**config.mk**
```make
export PLATFORM = sky130hd
export DESIGN_NAME = usb_rx_bitdec
export DESIGN_NICKNAME = d
export VERILOG_FILES = /design/src/rtl/usb_pkg.sv /design/src/rtl/usb_nrzi_dec.sv /design/src/rtl/usb_rx_bitdec.sv
export SDC_FILE = /design/constraint.sdc
export NUM_CORES = 1
export LEC_CHECK = 0
export BUFFER_PORTS_ARGS = -buffer_cell sky130_fd_sc_hd__buf_4
export CELL_PAD_IN_SITES_DETAIL_PLACEMENT = 1
export CELL_PAD_IN_SITES_GLOBAL_PLACEMENT = 1
export CORE_MARGIN = 1.5
export CORE_UTILIZATION = 46
export DETAILED_ROUTE_END_ITERATION = 10
export HOLD_SLACK_MARGIN = 0.06
export PLACE_DENSITY_LB_ADDON = 0.2
export SYNTH_ARGS = -nofsm -noshare
export SYNTH_HDL_FRONTEND = slang
export SYNTH_SLANG_ARGS = --single-unit
```
**constraint.sdc**
```tcl
create_clock -name clk -period 2.3 [get_ports clk]
set_input_delay 0.23 -clock clk [delete_from_list [all_inputs] [get_ports clk]]
set_output_delay 0.23 -clock clk [all_outputs]
set_load 0.01 [all_outputs]
```
**src/rtl/usb_pkg.sv**
```systemverilog
// usb_pkg: shared types and constants for the USB full-speed receive front end.
//   rx_state_t : receive FSM states
//   LINE_J     : line level that represents J (idle)
//   BYTE_W     : assembled byte width
package usb_pkg;

  typedef enum logic [1:0] {
    RX_IDLE,
    RX_DATA,
    RX_EOP,
    RX_WAIT
  } rx_state_t;

  localparam logic LINE_J = 1'b1;
  localparam int   BYTE_W = 8;

endpackage

```
**src/rtl/usb_nrzi_dec.sv**
```systemverilog
// usb_nrzi_dec: NRZI decoder. It keeps the previous line level and reports
// decoded 1 when the line did not change, 0 when it toggled.
//   clk, rst_n : clock, async active-low reset (prev_line resets to J)
//   en_i       : bit strobe; prev_line only moves when high
//   hold_i     : SE0 on the line; prev_line keeps its value
//   load_j_i   : force prev_line to J (end of packet recovery)
//   line_i     : line level, 1 = J
//   d_o        : decoded bit (combinational, valid while en_i is high)
module usb_nrzi_dec
  import usb_pkg::*;
(
  input  logic clk,
  input  logic rst_n,
  input  logic en_i,
  input  logic hold_i,
  input  logic load_j_i,
  input  logic line_i,
  output logic d_o
);

  logic prev_q;

  assign d_o = (line_i == prev_q);

  always_ff @(posedge clk or negedge rst_n) begin
    if (!rst_n) begin
      prev_q <= LINE_J;
    end else if (en_i) begin
      if (load_j_i)     prev_q <= LINE_J;
      else if (!hold_i) prev_q <= line_i;
    end
  end

endmodule

```
**src/rtl/usb_rx_bitdec.sv**
```systemverilog
// usb_rx_bitdec: USB full-speed receive bit-level front end.
// NRZI decode, SYNC detection, bit unstuffing, LSB-first byte assembly,
// EOP detection and error flagging. One line sample is consumed per bit_en.
//   clk, reset : clock, async active-low reset
//   bit_en     : one-clk strobe per bit time, qualifies rx_j / rx_se0
//   rx_j       : line state, 1 = J, 0 = K (ignored during SE0)
//   rx_se0     : single-ended zero on the line
//   rx_active  : high from SYNC end until EOP / error
//   rx_data    : last assembled byte, first received bit in [0]
//   rx_valid   : one-clk pulse, rx_data updated
//   rx_eop     : one-clk pulse on a good EOP (SE0 then J)
//   rx_error   : one-clk pulse on stuff error, partial byte at EOP, bad EOP
module usb_rx_bitdec
  import usb_pkg::*;
#(
  parameter int SYNC_MIN_ZEROS = 6,
  parameter int STUFF_LEN      = 6
) (
  input  logic              clk,
  input  logic              reset,
  input  logic              bit_en,
  input  logic              rx_j,
  input  logic              rx_se0,
  output logic              rx_active,
  output logic [BYTE_W-1:0] rx_data,
  output logic              rx_valid,
  output logic              rx_eop,
  output logic              rx_error
);

  localparam logic [2:0] SYNC_MIN = 3'(SYNC_MIN_ZEROS);
  localparam logic [2:0] STUFF_N  = 3'(STUFF_LEN);

  rx_state_t         state_q;
  logic [2:0]        zero_cnt_q;
  logic [2:0]        ones_cnt_q;
  logic [2:0]        bit_cnt_q;
  logic [BYTE_W-1:0] shift_sr_q;
  logic              partial_q;
  logic              seen_se0_q;

  logic              d;
  logic              load_j;
  logic [BYTE_W-1:0] shift_d;

  // Leaving EOP/WAIT on a J: re-arm the decoder on idle J.
  assign load_j = !rx_se0 && rx_j &&
                  ((state_q == RX_EOP) || ((state_q == RX_WAIT) && seen_se0_q));

  // New bits enter at the MSB so the first bit ends up in bit 0.
  assign shift_d = {d, shift_sr_q[BYTE_W-1:1]};

  usb_nrzi_dec u_nrzi (
    .clk      (clk),
    .rst_n    (reset),
    .en_i     (bit_en),
    .hold_i   (rx_se0),
    .load_j_i (load_j),
    .line_i   (rx_j),
    .d_o      (d)
  );

  always_ff @(posedge clk or negedge reset) begin
    if (!reset) begin
      state_q    <= RX_IDLE;
      zero_cnt_q <= '0;
      ones_cnt_q <= '0;
      bit_cnt_q  <= '0;
      shift_sr_q <= '0;
      partial_q  <= 1'b0;
      seen_se0_q <= 1'b0;
      rx_active  <= 1'b0;
      rx_data    <= '0;
      rx_valid   <= 1'b0;
      rx_eop     <= 1'b0;
      rx_error   <= 1'b0;
    end else begin
      // pulses last exactly one clk regardless of bit_en
      rx_valid <= 1'b0;
      rx_eop   <= 1'b0;
      rx_error <= 1'b0;
      if (bit_en) begin
        unique case (state_q)
          RX_IDLE: begin
            if (!rx_se0) begin
              if (!d) begin
                if (zero_cnt_q != 3'd7) zero_cnt_q <= zero_cnt_q + 3'd1;
              end else begin
                zero_cnt_q <= '0;
                if (zero_cnt_q >= SYNC_MIN) begin
                  state_q    <= RX_DATA;
                  rx_active  <= 1'b1;
                  ones_cnt_q <= 3'd1;  // SYNC's final 1 counts toward stuffing
                  bit_cnt_q  <= '0;
                end
              end
            end
          end
          RX_DATA: begin
            if (rx_se0) begin
              state_q   <= RX_EOP;
              partial_q <= (bit_cnt_q != 3'd0);
            end else if (ones_cnt_q == STUFF_N) begin
              if (d) begin
                rx_error   <= 1'b1;
                rx_active  <= 1'b0;
                seen_se0_q <= 1'b0;
                state_q    <= RX_WAIT;
              end else begin
                ones_cnt_q <= '0;      // stuffed 0, not data
              end
            end else begin
              shift_sr_q <= shift_d;
              bit_cnt_q  <= bit_cnt_q + 3'd1;
              ones_cnt_q <= d ? ones_cnt_q + 3'd1 : 3'd0;
              if (bit_cnt_q == 3'd7) begin
                rx_data  <= shift_d;
                rx_valid <= 1'b1;
              end
            end
          end
          RX_EOP: begin
            if (!rx_se0) begin
              rx_active <= 1'b0;
              if (rx_j) begin
                rx_eop   <= 1'b1;
                rx_error <= partial_q;
                state_q  <= RX_IDLE;
              end else begin
                rx_error   <= 1'b1;
                seen_se0_q <= 1'b0;
                state_q    <= RX_WAIT;
              end
            end
          end
          RX_WAIT: begin
            // recover only on a J that follows an SE0 seen while waiting
            if (rx_se0)                 seen_se0_q <= 1'b1;
            else if (rx_j && seen_se0_q) state_q   <= RX_IDLE;
          end
          default: state_q <= RX_IDLE;
        endcase
      end
    end
  end

endmodule

```
==> out/metrics.yaml <==
status:
  run_status: "finished clean"
place:
  dpl.cell_count: 207
  dpl_worst_slack_ns: 0.367
  port-buffer-count: 16
  hpwl_mm: 2.83
  globalplace.congestion: 0.795
routing:
  wl_mm: 4.06
  final_antenna_net_count: 0
  route.vias.total: 1259
  drt-initial-drc-count: 65
  firstDrtPassIters: 4
  routed_via_density: 5.83
  wl_per_cell_um: 18.8
  drcViolationCount: 0
cells_and_area:
  drive_above_1_share_pct: 31.8
  num-fill-cells: 359
  multi_input_area_sq_um: 818
  diodes: 0
  final-seq-area_sq_um: 827
  nets: 185
  fin_cells: 216
  area_growth_pct: 18.5
logic_synthesis:
  yosys.area.top_type_share_pct: 47.0
  synth_area_leaders: "dfrtp_1, mux2_2, ha_1"
  synth_cell_types: 46
  async_flop_share_pct: 100
  syn_avg_cell_area_sq_um: 11.6
  synth_ff_type: "dfrtp_1"
  ys_warn_count: 0
  synthCells: 147
  synth-edff-count: 0
  yosys.area.top_type: "dfrtp_1"
  ys_ff_latch: 33
  ys_seq_area_share_pct: 48.5
  synth_fp_nets: 163
  syn_area_sq_mm: 0.00170
critical_path:
  worstSetupEndpointType: "flip-flop"
  crit_path_max_fanout: 7
  crit_required_ns: 2.47
  criticalPathCategory: "flip-flop to flip-flop"
  arrival_ns: 2.15
  cp-start-kind: "flip-flop"
clocking:
  clk_path_buf_depth: 2
  cts.clk_slew.worst_paths_ns: 0.08
  clk_latency_ns: 0.29
  cts-buffers-inserted: 5
  htree_levels: 2
  cts_setup_buffers: 0
  ctsResizeCount: 0
  clock_sinks: 33
  hold_buffers: 1
  cts_tree: "yes"
  ctsRootBufferMaster: "clkbuf_8"
timing:
  layout_min_cycle_time_ns: 1.98
  slew_headroom_pct: 62.1
  hold_violations: 0
  final.setup.tns_ns: 0
  max_freq_mhz: 506
  slew_violations: 0
  finalWorstSetupSlack_ns: 0.322
  rsz0062_at_grt: "false"
  setup_viol: 0
  fin_crit_sh_pct: 86.0
  tightest_slew_ns: 0.567
  clock_skew_ns: 0.00904
global_routing:
  grt_use_total_pct: 21.9
  grt_pass1_wl_mm: 6.82
  antenna_found_initial: 0
  grt_overflow_total: 0
  grt_max_degree: 34
  grt_pass1_vias: 1389
floorplanning:
  row_count: 21
  dieWidth_um: 63.9
  num_io_pins: 17
  dieHeight_um: 63.9
  dieArea_sq_mm: 0.00408
  core_sq_mm: 0.00344
  start_util_pct: 49.5
min_path:
  hold_path_class: "input pin to flip-flop"
job:
  maxCapViolations: 0
pwr:
  peakVddDrop_mv: 0.560
  powerDensity_mw_per_mm2: 1170
  leakage_nw: 1.01
worst max-delay path, cell delays in order (launching register included):
cell	delay, ns
dfrtp_1	0.41
inv_1	0.10
ha_1	0.30
or3_1	0.41
a221oi_2	0.28
nand3_1	0.18
a2bb2oi_1	0.18
path summary, 6_finish.rpt:
| path | startpoint | end | slack (ns) | depth (start not counted) |
|---|---|---|---|---|
| setup / recovery | state_q[0] | state_q[1] | 0.32 | 6 |
| hold / removal | rx_j | rx_eop | 0.26 | 2 |
| setup reg to reg | state_q[0] | state_q[1] | 0.32 | 6 |
| hold reg to reg | rx_data[7] | rx_data[7] | 0.49 | 2 |
| max in group asynchronous | reset | u_nrzi.prev_q | 1.57 | 2 |
| min in group asynchronous | reset | rx_error | 0.41 | 2 |
placed cells by master (no fill, tap or decap), types with 2 or more instances in the layout:
cell type | synthesis | final
dfrtp_1 | 32 | 32
buf_4 | 1 | 18
mux2_2 | 15 | 15
nand2_1 | 12 | 12
ha_1 | 11 | 11
inv_1 | 10 | 10
o21ai_0 | 9 | 9
nand3_1 | 6 | 6
clkbuf_8 | 0 | 5
a21oi_1 | 4 | 4
a22o_1 | 4 | 4
nor2b_1 | 2 | 2
a211oi_1 | 2 | 2
nor3_1 | 2 | 2
nand2b_1 | 2 | 2
a31oi_1 | 2 | 2
o31a_2 | 2 | 2
bufinv_16 | 0 | 2
flip-flops by register name (all words and copies together) (netlist names):
register,count
zero_cnt_q,3
rx_data,8
ones_cnt_q,3
rx_valid,1
shift_sr_q,7
bit_cnt_q,3
rx_error,1
rx_eop,1
rx_active,1
partial_q,1
u_nrzi.prev_q,1
seen_se0_q,1
state_q,2
kinds of logic (layout without fill, tap and decap cells):
family,count (synthesis),count (layout),share of synthesized area (%)
XOR/XNOR,2,2,1.47
AND/OR/NAND/NOR,34,34,11.0
AO/OA/AOI/OAI,37,37,17.0
adder cells (fa/ha/maj),11,11,8.08
buffers and inverters,14,37,3.45
flip-flops,33,33,48.5
multiplexers,16,16,10.5
layer usage:
layer  up-vias  global-route usage (%)  share of wire, %
met5         -                       0                 0
met3         4                    5.11               6.1
met4         0                    5.16              0.81
met2        36                    40.8                52
met1       637                    25.1                41
li1        582                       -                 -
power breakdown:
group / internal [mW] / switching [mW] / total (mW)
Clock: 0.430 / 0.226 / 0.656
Combinational: 0.378 / 0.440 / 0.818
Sequential: 0.751 / 0.141 / 0.893
Total: 1.56 / 0.807 / 2.37
metrics by stage:
step / instance area (sq um) / hold slack (ns) / utilization, % / power, mW
6_report: 2020 / 0.262 / 58.7 / 2.37
5_1_grt: 2020 / 0.275 / 58.7 / 2.50
4_1_cts: 2020 / 0.262 / 58.7 / 2.38
3_5_place_dp: 1880 / 0.199 / 54.5 / 1.70
3_3_place_gp: 1880 / 0.193 / 54.5 / 1.63
2_1_floorplan: 1700 / -0.0656 / - / 1.43
cells in the mapped netlist (4+ instances only):
master	n
nand3_1	6
nand2_1	12
ha_1	11
mux2_2	15
o21ai_0	9
dfrtp_1	32
inv_1	10
a21oi_1	4
a22o_1	4
layout make-up:
type,count,share of cell area [%]
sequential,33,41.0
multi-input combinational,100,40.5
timing repair buffer,19,7.19
clock buffer,5,3.41
clock inverter,3,3.22
tap,46,2.85
inverter,10,1.86
Note: power is estimated with default switching activity, not from simulation.
